### src/rtl/iob_cache_pkg.sv
// Shared types and reset constants for the cache back-end arbiter.
package iob_cache_pkg;

  typedef enum logic [1:0] {
    IDLE   = 2'd0,
    REQ    = 2'd1,
    RDWAIT = 2'd2
  } arb_state_t;

  // Pointer starts at requester 1 so requester 0 wins the first tie.
  localparam logic RST_LAST_GRANT = 1'b1;
  localparam logic RST_GRANT      = 1'b0;

endpackage

### src/rtl/iob_cache_be_arbiter_if.sv
// Requester and back-end bus bundle for iob_cache_be_arbiter; slave = arbiter view.
interface iob_cache_be_arbiter_if #(
  parameter int ADDR_W = 32,
  parameter int DATA_W = 32
);
  localparam int NBYTES = DATA_W / 8;

  logic              r0_avalid;
  logic [ADDR_W-1:0] r0_addr;
  logic [DATA_W-1:0] r0_wdata;
  logic [NBYTES-1:0] r0_wstrb;
  logic              r0_ready;
  logic [DATA_W-1:0] r0_rdata;
  logic              r0_rvalid;

  logic              r1_avalid;
  logic [ADDR_W-1:0] r1_addr;
  logic [DATA_W-1:0] r1_wdata;
  logic [NBYTES-1:0] r1_wstrb;
  logic              r1_ready;
  logic [DATA_W-1:0] r1_rdata;
  logic              r1_rvalid;

  logic              be_avalid;
  logic [ADDR_W-1:0] be_addr;
  logic [DATA_W-1:0] be_wdata;
  logic [NBYTES-1:0] be_wstrb;
  logic [DATA_W-1:0] be_rdata;
  logic              be_rvalid;
  logic              be_ready;

  modport slave (
    input  r0_avalid, r0_addr, r0_wdata, r0_wstrb,
    output r0_ready, r0_rdata, r0_rvalid,
    input  r1_avalid, r1_addr, r1_wdata, r1_wstrb,
    output r1_ready, r1_rdata, r1_rvalid,
    output be_avalid, be_addr, be_wdata, be_wstrb,
    input  be_rdata, be_rvalid, be_ready
  );

  modport master (
    output r0_avalid, r0_addr, r0_wdata, r0_wstrb,
    input  r0_ready, r0_rdata, r0_rvalid,
    output r1_avalid, r1_addr, r1_wdata, r1_wstrb,
    input  r1_ready, r1_rdata, r1_rvalid,
    input  be_avalid, be_addr, be_wdata, be_wstrb,
    output be_rdata, be_rvalid, be_ready
  );

endinterface

### src/rtl/iob_cache_rr_arb.sv
// Two-input arbiter with a registered last-grant pointer.
// IOB_CACHE_BE_ARB_FIXED_PRIO_EN: ties always go to requester 0, no pointer.
module iob_cache_rr_arb
  import iob_cache_pkg::*;
(
  input  logic       clk_i,
  input  logic       arst_n_i,
  input  logic       cke_i,
  input  logic [1:0] i_req,
  input  logic       i_take,
  output logic       o_grant
);

`ifdef IOB_CACHE_BE_ARB_FIXED_PRIO_EN
  assign o_grant = ~i_req[0];

  wire w_unused = &{1'b0, clk_i, arst_n_i, cke_i, i_take, i_req[1]};
`else
  logic r_last;

  // A lone requester wins; a tie goes to whoever was not granted last.
  always_comb begin
    o_grant = ~i_req[0];
    if (&i_req) o_grant = ~r_last;
  end

  always_ff @(posedge clk_i or negedge arst_n_i) begin
    if (!arst_n_i)             r_last <= RST_LAST_GRANT;
    else if (cke_i && i_take)  r_last <= o_grant;
  end
`endif

endmodule

### src/rtl/iob_cache_be_arbiter.sv
// Shares one cache back-end port between two requesters (FSM + payload mux).
// Tie policy selected by IOB_CACHE_BE_ARB_FIXED_PRIO_EN inside iob_cache_rr_arb.
//
// state  | meaning
// IDLE   | no owner; registers the arbitration winner when any request is valid
// REQ    | be_avalid driven from the owner until the back-end accepts
// RDWAIT | read accepted, waiting for be_rvalid to return data to the owner
module iob_cache_be_arbiter
  import iob_cache_pkg::*;
#(
  parameter int ADDR_W = 32,
  parameter int DATA_W = 32
) (
  input  logic                   clk_i,
  input  logic                   arst_n_i,
  input  logic                   cke_i,
  iob_cache_be_arbiter_if.slave  bus,
  output logic                   grant_o,
  output logic                   busy_o
);

  localparam int NBYTES = DATA_W / 8;

  arb_state_t        r_state;
  arb_state_t        w_state_nxt;
  logic              r_grant;
  logic              w_arb_grant;
  logic              w_take;
  logic              w_be_avalid;
  logic              w_ready;
  logic              w_rvalid;
  logic [1:0]        w_req;
  logic [ADDR_W-1:0] w_addr;
  logic [DATA_W-1:0] w_wdata;
  logic [NBYTES-1:0] w_wstrb;

  assign w_req = {bus.r1_avalid, bus.r0_avalid};

  iob_cache_rr_arb u_rr_arb (
    .clk_i    (clk_i),
    .arst_n_i (arst_n_i),
    .cke_i    (cke_i),
    .i_req    (w_req),
    .i_take   (w_take),
    .o_grant  (w_arb_grant)
  );

  always_comb begin
    w_addr  = bus.r0_addr;
    w_wdata = bus.r0_wdata;
    w_wstrb = bus.r0_wstrb;
    if (r_grant) begin
      w_addr  = bus.r1_addr;
      w_wdata = bus.r1_wdata;
      w_wstrb = bus.r1_wstrb;
    end
  end

  // Handshake pulses are qualified by cke_i so a stalled cycle never acknowledges.
  always_comb begin
    w_state_nxt = r_state;
    w_be_avalid = 1'b0;
    w_ready     = 1'b0;
    w_rvalid    = 1'b0;
    w_take      = 1'b0;
    case (r_state)
      IDLE: begin
        if (|w_req) begin
          w_take      = 1'b1;
          w_state_nxt = REQ;
        end
      end
      REQ: begin
        w_be_avalid = 1'b1;
        if (bus.be_ready && cke_i) begin
          w_ready     = 1'b1;
          w_state_nxt = (|w_wstrb) ? IDLE : RDWAIT;
        end
      end
      RDWAIT: begin
        if (bus.be_rvalid && cke_i) begin
          w_rvalid    = 1'b1;
          w_state_nxt = IDLE;
        end
      end
      default: w_state_nxt = IDLE;
    endcase
  end

  always_ff @(posedge clk_i or negedge arst_n_i) begin
    if (!arst_n_i) begin
      r_state <= IDLE;
      r_grant <= RST_GRANT;
    end else if (cke_i) begin
      r_state <= w_state_nxt;
      if (w_take) r_grant <= w_arb_grant;
    end
  end

  assign bus.be_avalid = w_be_avalid;
  assign bus.be_addr   = w_addr;
  assign bus.be_wdata  = w_wdata;
  assign bus.be_wstrb  = w_wstrb;

  assign bus.r0_ready  = w_ready  & ~r_grant;
  assign bus.r1_ready  = w_ready  &  r_grant;
  assign bus.r0_rvalid = w_rvalid & ~r_grant;
  assign bus.r1_rvalid = w_rvalid &  r_grant;
  assign bus.r0_rdata  = bus.be_rdata;
  assign bus.r1_rdata  = bus.be_rdata;

  assign grant_o = r_grant;
  assign busy_o  = (r_state != IDLE);

endmodule

### src/flat_wrapper.sv
// flat-port wrapper written by rule: the top's interface ports become plain ports
module iob_cache_be_arbiter_flat import iob_cache_pkg::*;
#(
  parameter int ADDR_W = 32,
  parameter int DATA_W = 32
)
  (clk_i, arst_n_i, cke_i, grant_o, busy_o, bus_r0_avalid, bus_r0_addr, bus_r0_wdata, bus_r0_wstrb, bus_r0_ready, bus_r0_rdata, bus_r0_rvalid, bus_r1_avalid, bus_r1_addr, bus_r1_wdata, bus_r1_wstrb, bus_r1_ready, bus_r1_rdata, bus_r1_rvalid, bus_be_avalid, bus_be_addr, bus_be_wdata, bus_be_wstrb, bus_be_rdata, bus_be_rvalid, bus_be_ready);
  iob_cache_be_arbiter_if #(.ADDR_W(ADDR_W), .DATA_W(DATA_W)) bus_i ();
  input  logic clk_i;
  input  logic arst_n_i;
  input  logic cke_i;
  output logic grant_o;
  output logic busy_o;
  input wire logic [$bits(bus_i.r0_avalid)-1:0] bus_r0_avalid;
  input wire logic [$bits(bus_i.r0_addr)-1:0] bus_r0_addr;
  input wire logic [$bits(bus_i.r0_wdata)-1:0] bus_r0_wdata;
  input wire logic [$bits(bus_i.r0_wstrb)-1:0] bus_r0_wstrb;
  output wire logic [$bits(bus_i.r0_ready)-1:0] bus_r0_ready;
  output wire logic [$bits(bus_i.r0_rdata)-1:0] bus_r0_rdata;
  output wire logic [$bits(bus_i.r0_rvalid)-1:0] bus_r0_rvalid;
  input wire logic [$bits(bus_i.r1_avalid)-1:0] bus_r1_avalid;
  input wire logic [$bits(bus_i.r1_addr)-1:0] bus_r1_addr;
  input wire logic [$bits(bus_i.r1_wdata)-1:0] bus_r1_wdata;
  input wire logic [$bits(bus_i.r1_wstrb)-1:0] bus_r1_wstrb;
  output wire logic [$bits(bus_i.r1_ready)-1:0] bus_r1_ready;
  output wire logic [$bits(bus_i.r1_rdata)-1:0] bus_r1_rdata;
  output wire logic [$bits(bus_i.r1_rvalid)-1:0] bus_r1_rvalid;
  output wire logic [$bits(bus_i.be_avalid)-1:0] bus_be_avalid;
  output wire logic [$bits(bus_i.be_addr)-1:0] bus_be_addr;
  output wire logic [$bits(bus_i.be_wdata)-1:0] bus_be_wdata;
  output wire logic [$bits(bus_i.be_wstrb)-1:0] bus_be_wstrb;
  input wire logic [$bits(bus_i.be_rdata)-1:0] bus_be_rdata;
  input wire logic [$bits(bus_i.be_rvalid)-1:0] bus_be_rvalid;
  input wire logic [$bits(bus_i.be_ready)-1:0] bus_be_ready;
  assign bus_i.r0_avalid = bus_r0_avalid;
  assign bus_i.r0_addr = bus_r0_addr;
  assign bus_i.r0_wdata = bus_r0_wdata;
  assign bus_i.r0_wstrb = bus_r0_wstrb;
  assign bus_r0_ready = bus_i.r0_ready;
  assign bus_r0_rdata = bus_i.r0_rdata;
  assign bus_r0_rvalid = bus_i.r0_rvalid;
  assign bus_i.r1_avalid = bus_r1_avalid;
  assign bus_i.r1_addr = bus_r1_addr;
  assign bus_i.r1_wdata = bus_r1_wdata;
  assign bus_i.r1_wstrb = bus_r1_wstrb;
  assign bus_r1_ready = bus_i.r1_ready;
  assign bus_r1_rdata = bus_i.r1_rdata;
  assign bus_r1_rvalid = bus_i.r1_rvalid;
  assign bus_be_avalid = bus_i.be_avalid;
  assign bus_be_addr = bus_i.be_addr;
  assign bus_be_wdata = bus_i.be_wdata;
  assign bus_be_wstrb = bus_i.be_wstrb;
  assign bus_i.be_rdata = bus_be_rdata;
  assign bus_i.be_rvalid = bus_be_rvalid;
  assign bus_i.be_ready = bus_be_ready;
  iob_cache_be_arbiter #(.ADDR_W(ADDR_W), .DATA_W(DATA_W)) u_core (.clk_i(clk_i), .arst_n_i(arst_n_i), .cke_i(cke_i), .bus(bus_i), .grant_o(grant_o), .busy_o(busy_o));
endmodule
### config.mk
export PLATFORM = sky130hd
export DESIGN_NAME = iob_cache_be_arbiter_flat
export DESIGN_NICKNAME = d
export VERILOG_FILES = /design/src/rtl/iob_cache_pkg.sv /design/src/rtl/iob_cache_be_arbiter_if.sv /design/src/rtl/iob_cache_rr_arb.sv /design/src/rtl/iob_cache_be_arbiter.sv /design/src/flat_wrapper.sv
export SDC_FILE = /design/constraint.sdc
export NUM_CORES = 1
export LEC_CHECK = 0
export BUFFER_PORTS_ARGS = -buffer_cell sky130_fd_sc_hd__buf_2
export CORE_AREA = 3 3 119 121
export DETAILED_ROUTE_END_ITERATION = 6
export DIE_AREA = 0 0 122 124
export SYNTH_ARGS = -nofsm -noshare
export SYNTH_HDL_FRONTEND = slang
export SYNTH_SLANG_ARGS = --single-unit
### constraint.sdc
create_clock -name clk_i -period 2.6 [get_ports clk_i]
set_input_delay 0.13 -clock clk_i [delete_from_list [all_inputs] [get_ports clk_i]]
set_output_delay 0.13 -clock clk_i [all_outputs]
set_load 0.005 [all_outputs]
==> flow_summary.ini <==
[worst_setup_path]
start_kind = flop
end_kind = output port
cpPeakStageDelay_ns = 0.41
worst-r2r-setup-slack_ns = 1.24
crit_chain = buf_4 > mux2_2 > buf_2
cp_top_family = buffers and inverters
worstPathRequired_ns = 2.47
critical_path_class = reg2out
path_buf_inv = 2
arrival_ns = 1.47
path_max_fanout = 22
crit_slowest_cell = dfrtp_2

[cells_and_area]
fin_nets = 502
fillers = 1497
final_cell_mix = 217 x buf_2, 68 x mux2_2, 7 x nor2_1
n_antenna_cell = 0
drive_gt1_share_pct = 90.2
final_common_cell = buf_2
final_cells = 502
synthToLayoutAreaGrowth_pct = 57.6

[place]
place_ws_ns = 1.23
dp_hpwl_um = 6570
dp.cells = 497
routabilityCongestion = 0.859
io_buffers = 217

[clock_tree]
cts-root-buf = clkbuf_16
clk_latency_ns = 0.23
post-cts-setup-buffers = 0
cts_sinks = 4
clockBufferDepth = 2
cts-buffers-inserted = 3
h-tree-depth = 1
post_cts_resize_count = 0
cts_tree = yes
cts.clk_slew.worst_paths_ns = 0.03

[global_route]
grt_pass1_wl_um = 9590
grt_start_max_net_pins = 52
grt_usage_pct = 8.42
first_global_vias = 1693
grt_overflow = 0
antenna_found_initial = 0

[sta]
hold_violations = 0
min_period_ns = 1.60
rsz0062_at_grt = false
fin_crit_sh_pct = 61.5
tightest_slew_ns = 0.311
setup_ws_ns = 1.00
slew_violations = 0
fin_setup_tns_ns = 0
fin_skew_ns = 0.000645
holdWs_ns = 0.196
max_freq_mhz = 625
setup_violations = 0
max_slew_margin_pct = 79.2

[power]
power.leakage_nw = 1.31
power_density_nw_per_um2 = 690
ir_worst_vdd_v = 0.000216
finalPower_w = 0.00169

[run_status]
status = completed

[detailed_routing]
drt-total-wl_um = 7350
viasPerCell = 3.50
final_antenna_net_count = 0
drc = 0
wl_per_cell_um = 14.6
drtPass1Iterations = 4
num_vias = 1756
drt_iter0_markers = 49

[die]
rows = 42
core-area_sq_um = 13200
die-area_sq_um = 15100
start_util_pct = 11.8
dieWidth_um = 122
die_h_um = 124
ios = 314

[run]
maxCapViolCount = 0

[synth]
ys_seq_area_share_pct = 6.51
synth_cells = 174
synth_enable_flop_cells = 0
syn_nets = 349
synth_flop_cell = dfrtp_1
ys.warnings.count = 0
syn_area_per_cell_sq_um = 8.95
synth_cell_types = 20
async_flop_share_pct = 100
synth-seq-cells = 4
netlist_area_sq_um = 1560

[min_path]
holdCritPathClass = in2reg
==> layer usage <==
layer	up-vias	share of wire [%]	track usage, %
met1	780	39	9.96
met3	19	9.9	1.63
met2	117	49	15.6
met4	0	1.5	2.10
li1	840	-	-
met5	-	0	0
==> per-stage QoR <==
step	utilization, %	area, sq um
global route	18.6	2450
floorplan	-	1560
detailed placement	17.9	2360
finish	18.6	2450
global placement	17.9	2360
CTS	18.6	2450
==> synth_stat cells (all sizes together) (2+ instances only) <==
cell type / count / area share (%)
nand2: 3 / 0.72
nand2b: 2 / 0.80
a21oi: 3 / 0.96
nand3: 3 / 0.96
mux2: 69 / 50
o21ai: 3 / 0.96
buf: 72 / 34
inv: 3 / 0.72
nor2: 7 / 1.7
dfrtp: 3 / 4.8
==> worst min-delay path, cell delays in order <==
cell     delay [ns]
buf_2          0.11
nand3_1        0.09
o21ai_0        0.08
==> repair_timing <==
action / CTS / global route
hold buffers: 1 / 0
endpoints found under the setup margin: 0 / 0
hold endpoints to repair: 4 / 0
==> final timing paths <==
path / startpoint / endpoint / depth (start not counted)
worst max-delay path: u_core.grant_o / bus_be_wdata[6] / 3
min in group asynchronous: arst_n_i / u_core.grant_o / 2
worst min register to register: u_core.u_rr_arb.r_last / u_core.u_rr_arb.r_last / 2
worst min-delay path: bus_r1_avalid / u_core.u_rr_arb.r_last / 3
max in group asynchronous: arst_n_i / u_core.u_rr_arb.r_last / 2
worst max register to register: u_core.grant_o / u_core.r_state[1] / 5
==> power breakdown <==
| group | switching, W | internal [W] |
|---|---|---|
| clock network | 0.0000478 | 0.000203 |
| registers | 0.0000279 | 0.0000925 |
| logic | 0.000557 | 0.000765 |
==> sequential cells by signal, summed over array words and instances, names as in the netlist <==
| signal | count |
|---|---|
| u_core.grant_o | 1 |
| u_core.r_state | 2 |
| u_core.u_rr_arb.r_last | 1 |
==> layout make-up <==
type / instances / area, sq um / share of cell area [%]
well taps: 176 / 220 / 8.98
clock buffers: 4 / 78.8 / 3.21
multi-input cells: 95 / 917 / 37.4
repair buffers: 220 / 1120 / 45.8
flip-flops and latches: 4 / 103 / 4.18
inverters: 3 / 11.3 / 0.459
==> logic make-up after synthesis <==
group | after synthesis | synth area share (%)
flops | 4 | 6.51
buf+inv | 75 | 34.6
mux | 69 | 50.2
compound gates | 8 | 2.89
simple gates | 18 | 5.87
Power figures use the tool's default switching activity.
